--- config.mk ---
export PLATFORM = sky130hd
export DESIGN_NAME = gate_delay_meter
export DESIGN_NICKNAME = d
export VERILOG_FILES = /design/src/rtl/gate_delay_meter.sv
export SDC_FILE = /design/constraint.sdc
export NUM_CORES = 1
export LEC_CHECK = 0
export ABC_AREA = 1
export BUFFER_PORTS_ARGS = -buffer_cell sky130_fd_sc_hd__buf_2
export CAP_MARGIN = 10
export CORE_ASPECT_RATIO = 0.6
export CORE_MARGIN = 2
export CORE_UTILIZATION = 55
export CTS_CLUSTER_SIZE = 8
export DETAILED_ROUTE_END_ITERATION = 8
export GPL_TIMING_DRIVEN = 0
export MAX_ROUTING_LAYER = met4
export PLACE_DENSITY = 0.77
export SYNTH_ARGS = -nofsm -noshare
export SYNTH_HDL_FRONTEND = slang
export SYNTH_SLANG_ARGS = --single-unit
--- constraint.sdc ---
create_clock -name clk -period 1.9 [get_ports clk]
set_input_delay 0.38 -clock clk [delete_from_list [all_inputs] [get_ports clk]]
set_output_delay 0.38 -clock clk [all_outputs]
set_load 0.03 [all_outputs]
--- src/rtl/gate_delay_meter.sv ---
// Measures the delay, in clock cycles, from a stimulus edge to the next change of the gate output.
// Each result is held on a valid/ready interface until the consumer accepts it.
module gate_delay_meter #(
  parameter int unsigned CW      = 8,
  parameter int unsigned TIMEOUT = 200
) (
  input  logic          clk,
  input  logic          rst,
  input  logic          stim,
  input  logic          resp,
  input  logic          resp_z,
  output logic          meas_valid,
  input  logic          meas_ready,
  output logic [1:0]    meas_kind,
  output logic [CW-1:0] meas_cycles,
  output logic          busy,
  output logic [7:0]    drop_cnt
);

  localparam logic [CW-1:0] TimeoutC = CW'(TIMEOUT);

  typedef enum logic [1:0] {StIdle, StWait, StHold} state_e;

  state_e        state_q, state_d;
  logic          stim_q;
  logic [1:0]    base_q, base_d;
  logic [CW-1:0] cnt_q, cnt_d;
  logic [CW-1:0] cycles_q, cycles_d;
  logic [1:0]    kind_q, kind_d;
  logic [7:0]    drop_q, drop_d;
  logic          drop_inc;
  logic          stim_edge;
  logic [1:0]    rs;

  assign stim_edge = stim ^ stim_q;
  // Z overrides the sampled level so rs only takes the values 00, 01 and 10.
  assign rs        = {resp_z, resp & ~resp_z};

  always_comb begin
    state_d  = state_q;
    base_d   = base_q;
    cnt_d    = cnt_q;
    cycles_d = cycles_q;
    kind_d   = kind_q;
    drop_inc = 1'b0;
    unique case (state_q)
      StIdle: begin
        if (stim_edge) begin
          base_d  = rs;
          cnt_d   = CW'(1);
          state_d = StWait;
        end
      end
      StWait: begin
        if (rs != base_q) begin
          cycles_d = cnt_q;
          kind_d   = rs[1] ? 2'd2 : (rs[0] ? 2'd0 : 2'd1);
          state_d  = StHold;
          drop_inc = stim_edge;
        end else if (cnt_q == TimeoutC) begin
          cycles_d = TimeoutC;
          kind_d   = 2'd3;
          state_d  = StHold;
          drop_inc = stim_edge;
        end else if (stim_edge) begin
          // A new edge before any response abandons the old measurement.
          base_d   = rs;
          cnt_d    = CW'(1);
          drop_inc = 1'b1;
        end else begin
          cnt_d = cnt_q + CW'(1);
        end
      end
      StHold: begin
        drop_inc = stim_edge;
        if (meas_ready) begin
          state_d = StIdle;
        end
      end
      default: state_d = StIdle;
    endcase
    drop_d = (drop_inc && (drop_q != 8'hff)) ? drop_q + 8'd1 : drop_q;
  end

  always_ff @(posedge clk) begin
    if (rst) begin
      state_q  <= StIdle;
      stim_q   <= 1'b0;
      base_q   <= 2'b00;
      cnt_q    <= '0;
      cycles_q <= '0;
      kind_q   <= 2'd0;
      drop_q   <= 8'd0;
    end else begin
      state_q  <= state_d;
      stim_q   <= stim;
      base_q   <= base_d;
      cnt_q    <= cnt_d;
      cycles_q <= cycles_d;
      kind_q   <= kind_d;
      drop_q   <= drop_d;
    end
  end

  assign meas_valid  = (state_q == StHold);
  assign busy        = (state_q == StWait) || (state_q == StHold);
  assign meas_kind   = kind_q;
  assign meas_cycles = cycles_q;
  assign drop_cnt    = drop_q;

endmodule

After elaboration in Yosys (flattened, before gate mapping)
Index checks and enable logic that the tools add are counted.

operators by class
  add/sub/neg operators = 2
  equality and inequality tests = 10
  muxes and demuxes = 24
  bitwise operators = 3
  reductions and logical operators = 9

operators by type and width
  operator             count
  $mux 8               6
  $mux 2               10
  $add 8x1->8 const B  2
  $pmux 8 s2           1
  $eq 8x8->1 const B   1
  $ne 8x8->1 const B   1
  $ne 2x2->1 const B   3
  $pmux 2 s3           1
  $reduce_and 3->1     2
  $mux 1               4
  $pmux 2 s2           1
  $reduce_and 4->1     1
  $reduce_bool 2->1    2
  $ne 3x3->1 const B   1
  $eq 2x1->1 const B   1
  $eq 2x2->1 const B   1
  $logic_not 2->1      1
  $ne 2x1->1 const B   1
  $ne 2x2->1           1
  $pmux 1 s2           1
  $reduce_and 2->1     1
  $and 1x1->1          1
  $logic_and 1x1->1    1
  $logic_or 1x1->1     1
  other kinds (2)      2

storage, ports and cells
  bits in registers = 31
  input port bits = 6

Longest topological paths before layout
  word-level depth = 6
  mapped depth = 11
  gate-level depth less buffers = 11

Least setup slack after synthesis
OpenSTA, ideal clock, no wires.

  kind = register to register
  start point = register drop_q[0] (netlist: drop_cnt[0])
  end point = register drop_q[0] (netlist: drop_cnt[0])
  setup time = 138 ps
  arrival time = 1,357 ps
  data required time = 1,762 ps
  slack = 405 ps
  cell stages (with the launch flop) = 7
  buffers on the path = 0
  path through = dfxtp_1 > ha_1 > nand4_1 > nand2_2 > inv_2 > o21ai_0 > a21oi_1

on the way
  longest elaborated chain between the ends = 2

ends and longest elaborated chain
  element                                                              RTL line  source
  start, declared                                                      30        logic [7:0] drop_q, drop_d;
  start signal, assigned                                               101       drop_q <= drop_d;
  parallel branches: the longest is 2 deep, another holds $add 8x1->8  -

Parallel ways; which one is timed is not known.
A chain may end at the register's enable or synchronous reset.

Worst setup path in the final report
  start point = register state_q[0]
  end point = output port busy

on the way
  longest elaborated chain between the ends = 2

ends and longest elaborated chain
  element                                          RTL line  source
  start, declared                                  24        state_e state_q, state_d;
  start signal, assigned                           87        state_q <= StIdle;
  start signal, assigned                           95        state_q <= state_d;
  $eq 2x1->1 / $eq 2x2->1 (equally long branches)  106       assign busy = (state_q == StWait) || (state_q == StHold);
  $logic_or 1x1->1 *                               106
  end, declared                                    16        output logic busy,

Every way passes the cells marked *; elsewhere a longest branch is shown, timed or not.

==> results_tabular.tex <==
\begin{tabular}{lr}
\hline
Metric & Value \\
\hline
\multicolumn{2}{l}{\textbf{Setup path}} \\
\quad Worst endpoint data arrival time & 1240 ps \\
\quad Reg2Reg Depth & 8 \\
\quad Maximum fanout along the worst path & 3 \\
\quad Kind of cell adding the most delay to the critical path & flip-flops \\
\quad Critical Setup Path Class & flip-flop to output pin \\
\quad CP startpoint & state\_q[0] \\
\quad Worst setup endpoint & busy \\
\quad Crit path launch type & flip-flop \\
\quad Number of buffer and inverter instances along the worst setup path & 2 \\
\quad Crit Reg-Reg Startpoint & state\_q[1] \\
\quad Critical Path Slowest Stage Cell & sky130\_fd\_sc\_hd\_\_dfxtp\_1 \\
\quad R2r setup slk & 360 ps \\
\quad Delay of the slowest critical-path stage & 370 ps \\
\quad R2r endpoint & cnt\_q[6] \\
\quad Crit-path cells & inv\_1 > ha\_1 > buf\_2 \\
\quad Capturing element type of the critical path & output pin \\
\quad Required time reported for the critical path endpoint & 1520 ps \\
\quad Logic depth of the worst path, buffers included & 3 \\
\multicolumn{2}{l}{\textbf{CTS}} \\
\quad Quantity of gates resized following cts & 0 \\
\quad CTS Buf Count & 5 \\
\quad H-Tree Depth & 2 \\
\quad CTS tree & yes \\
\quad Cell at the root of the clock tree & sky130\_fd\_sc\_hd\_\_clkbuf\_8 \\
\quad CTS sink cnt & 31 \\
\quad Setup fix buffers added after clock tree synthesis & 0 \\
\quad Count of hold-fix buffers inserted at cts & 0 \\
\quad Buffer depth of the longest clock path & 2 \\
\quad Worst skew pair latency & 290 ps \\
\quad Clock edge transition at the registers on the reported setup and hold paths & 70 ps \\
\multicolumn{2}{l}{\textbf{STA}} \\
\quad Final period util & 0.851 \\
\quad Count of endpoints failing hold in the final timing report & 0 \\
\quad RSZ-0062 raised after global routing & no \\
\quad Final setup viols & 0 \\
\quad Final critical-path required period & 1620 ps \\
\quad Worst slew slack as a fraction of its limit & 0.641 \\
\quad Worst-margin pin slew & 539 ps \\
\quad Slew Viols, Final & 0 \\
\quad Setup TNS after final layout & 0 ps \\
\quad Max Clock Freq & 619 MHz \\
\quad Min setup slack post-route & 284 ps \\
\quad Final setup skew & 2.40 ps \\
\multicolumn{2}{l}{\textbf{Detailed routing}} \\
\quad Via-to-Cell Ratio & 5.05 \\
\quad Drt pass-1 iters & 4 \\
\quad Number of DRC violations after detailed-routing iteration 0 & 138 \\
\quad DR vias & 1670 \\
\quad Post-Route WL & 4010 um \\
\quad WL per Instance & 12.1 um \\
\quad Remaining number of nets flagged by the antenna check after routing & 0 \\
\quad Count of unresolved DRC violations after routing & 0 \\
\multicolumn{2}{l}{\textbf{Cells and area}} \\
\quad Final design utilization & 0.695 \\
\quad Highest-count cells in the layout ignoring fill and taps & sky130\_fd\_sc\_hd\_\_nand2\_1, sky130\_fd\_sc\_hd\_\_nor2\_1, sky130\_fd\_sc\_hd\_\_dfxtp\_1, sky130\_fd\_sc\_hd\_\_inv\_1, sky130\_fd\_sc\_hd\_\_buf\_2 \\
\quad Diode count & 0 \\
\quad Most common cell after layout, fill and taps aside & sky130\_fd\_sc\_hd\_\_nand2\_1 \\
\quad Proportion of layout cells with a drive suffix above 1 & 0.204 \\
\quad Final net count & 300 \\
\quad Area Growth Syn to Fin & 16.4\% \\
\quad Count of non-filler cells in the finished layout & 331 \\
\multicolumn{2}{l}{\textbf{GRT}} \\
\quad Number of global-route vias before repair & 1306 \\
\quad Antenna violations before repair & 0 \\
\quad Global Route Usage Sum & 0.241 \\
\quad Grt ovf & 0 \\
\quad Pin count of the biggest net entering global routing & 11 \\
\quad Wire length of the first global-routing pass & 6310 um \\
\multicolumn{2}{l}{\textbf{Floorplanning}} \\
\quad Area of the core & 2970 um2 \\
\quad FP Rows & 15 \\
\quad Die extent in x & 77.2 um \\
\quad Floorplan die area & 3700 um2 \\
\quad Number of placed I/O pins & 26 \\
\quad Die outline height & 47.9 um \\
\quad Starting utilization of the core area & 0.597 \\
\multicolumn{2}{l}{\textbf{Synth}} \\
\quad Number of register bits inferred by synthesis & 31 \\
\quad Number of enable-type register cells in the synthesized netlist & 0 \\
\quad Number of distinct library cells after synthesis & 30 \\
\quad Total nets after synthesis & 269 \\
\quad Most common flop cell mapped by yosys & sky130\_fd\_sc\_hd\_\_dfxtp\_1 \\
\quad Warnings, synthesis & 0 \\
\quad Portion of the post-synthesis area used by sequential elements & 0.351 \\
\quad Post-synthesis instance total & 257 \\
\quad Share of synthesized flip-flops with an asynchronous set or reset & 0 \\
\quad Mean Syn Cell Area & 6.88 um2 \\
\quad Synth Cell Area & 1770 um2 \\
\multicolumn{2}{l}{\textbf{Placement}} \\
\quad Dpl hpwl & 3050 um \\
\quad Gpl congestion & 0.881 \\
\quad Cell total after placement & 323 \\
\quad Number of input and output port buffers inserted & 24 \\
\quad Place WS & 367 ps \\
\multicolumn{2}{l}{\textbf{Job}} \\
\quad Number of maximum-capacitance constraint violations & 0 \\
\multicolumn{2}{l}{\textbf{Worst hold path}} \\
\quad Class of the most critical hold timing path & input pin to flip-flop \\
\quad Hold Path Origin & stim \\
\multicolumn{2}{l}{\textbf{Power}} \\
\quad Sum of internal, switching and leakage power & 2.91 mW \\
\quad Power density over cell area & 1410 nW/um2 \\
\quad Total leakage power & 0.913 nW \\
\quad Maximum ir drop on the vdd rail & 0.896 mV \\
\multicolumn{2}{l}{\textbf{Run status}} \\
\quad Run status & finished clean \\
\hline
\end{tabular}
-- through the flow --
step	hold WS (ps)	instance area, um2
6_report	335	2060
5_1_grt	356	2060
4_1_cts	327	2060
3_5_place_dp	469	1940
3_3_place_gp	458	1940
2_1_floorplan	475	1770
-- worst reg2reg max path: stages, from the launching register on --
cell	delay (ps)
sky130_fd_sc_hd__dfxtp_1	340
sky130_fd_sc_hd__inv_1	70
sky130_fd_sc_hd__ha_1	210
sky130_fd_sc_hd__inv_1	240
sky130_fd_sc_hd__nand2_1	150
sky130_fd_sc_hd__nand2_4	130
sky130_fd_sc_hd__nand3_4	120
sky130_fd_sc_hd__nand2_1	110
sky130_fd_sc_hd__a21oi_2	60
-- sequential cells by signal, indices dropped and copies added (netlist names) --
signal       count
cnt_q            8
drop_cnt         8
meas_cycles      8
base_q           2
meas_kind        2
state_q          2
stim_q           1
-- routing by layer --
layer / share of wire / track usage / vias up
li1: - / - / 886
met1: 0.55 / 0.346 / 724
met2: 0.37 / 0.311 / 51
met3: 0.067 / 0.0528 / 9
met4: 0.020 / 0.118 / 0
met5: 0 / - / -
-- cell families after synthesis --
logic type,synth area share
xor+xnor,0.0149
fa+ha+maj,0.0424
simple gates,0.404
buf+inv,0.0835
flops,0.351
compound gates,0.105
-- worst min path at each step --
| stage | to | cells after the start | slack, ps |
|---|---|---|---|
| after floorplan | state_q[1] | 2 | 470 |
| after global placement | meas_kind[1] | 2 | 460 |
| after detailed placement | meas_kind[0] | 2 | 470 |
| after CTS | stim_q | 3 | 330 |
| after global routing | stim_q | 3 | 360 |
| final | stim_q | 3 | 340 |
-- synth_stat cells (2+ instances only) --
| library cell | number | area [um2] |
|---|---|---|
| sky130_fd_sc_hd__nand2_4 | 4 | 45.0 |
| sky130_fd_sc_hd__nor2_1 | 42 | 158 |
| sky130_fd_sc_hd__a21oi_1 | 14 | 70.1 |
| sky130_fd_sc_hd__a21oi_2 | 4 | 35.0 |
| sky130_fd_sc_hd__o21ai_0 | 13 | 65.1 |
| sky130_fd_sc_hd__inv_2 | 3 | 11.3 |
| sky130_fd_sc_hd__xnor2_1 | 2 | 17.5 |
| sky130_fd_sc_hd__nand4_1 | 3 | 18.8 |
| sky130_fd_sc_hd__clkbuf_1 | 2 | 7.51 |
| sky130_fd_sc_hd__ha_1 | 6 | 75.1 |
| sky130_fd_sc_hd__nor3_1 | 2 | 10.0 |
| sky130_fd_sc_hd__nand2_2 | 5 | 31.3 |
| sky130_fd_sc_hd__buf_6 | 2 | 22.5 |
| sky130_fd_sc_hd__nand3_1 | 23 | 115 |
| sky130_fd_sc_hd__nand2_1 | 62 | 233 |
| sky130_fd_sc_hd__dfxtp_1 | 31 | 621 |
| sky130_fd_sc_hd__nand3_4 | 2 | 35.0 |
| sky130_fd_sc_hd__inv_1 | 25 | 93.8 |
-- final cells by class --
class	instances	area, um2
inverters	28	105
well taps	42	52.6
fillers	267	906
clock inverters	2	35.0
plain buffers	6	42.5
flip-flops and latches	31	621
clock buffers	6	82.6
repair buffers	24	120
multi-input cells	192	1000
-- power by group --
part / internal [mW] / switching (mW) / leakage [nW]
Clock: 0.424 / 0.256 / 0.0612
Sequential: 0.770 / 0.0979 / 0.252
Combinational: 0.433 / 0.923 / 0.600
Total: 1.63 / 1.28 / 0.913
Power figures use the tool's default switching activity.
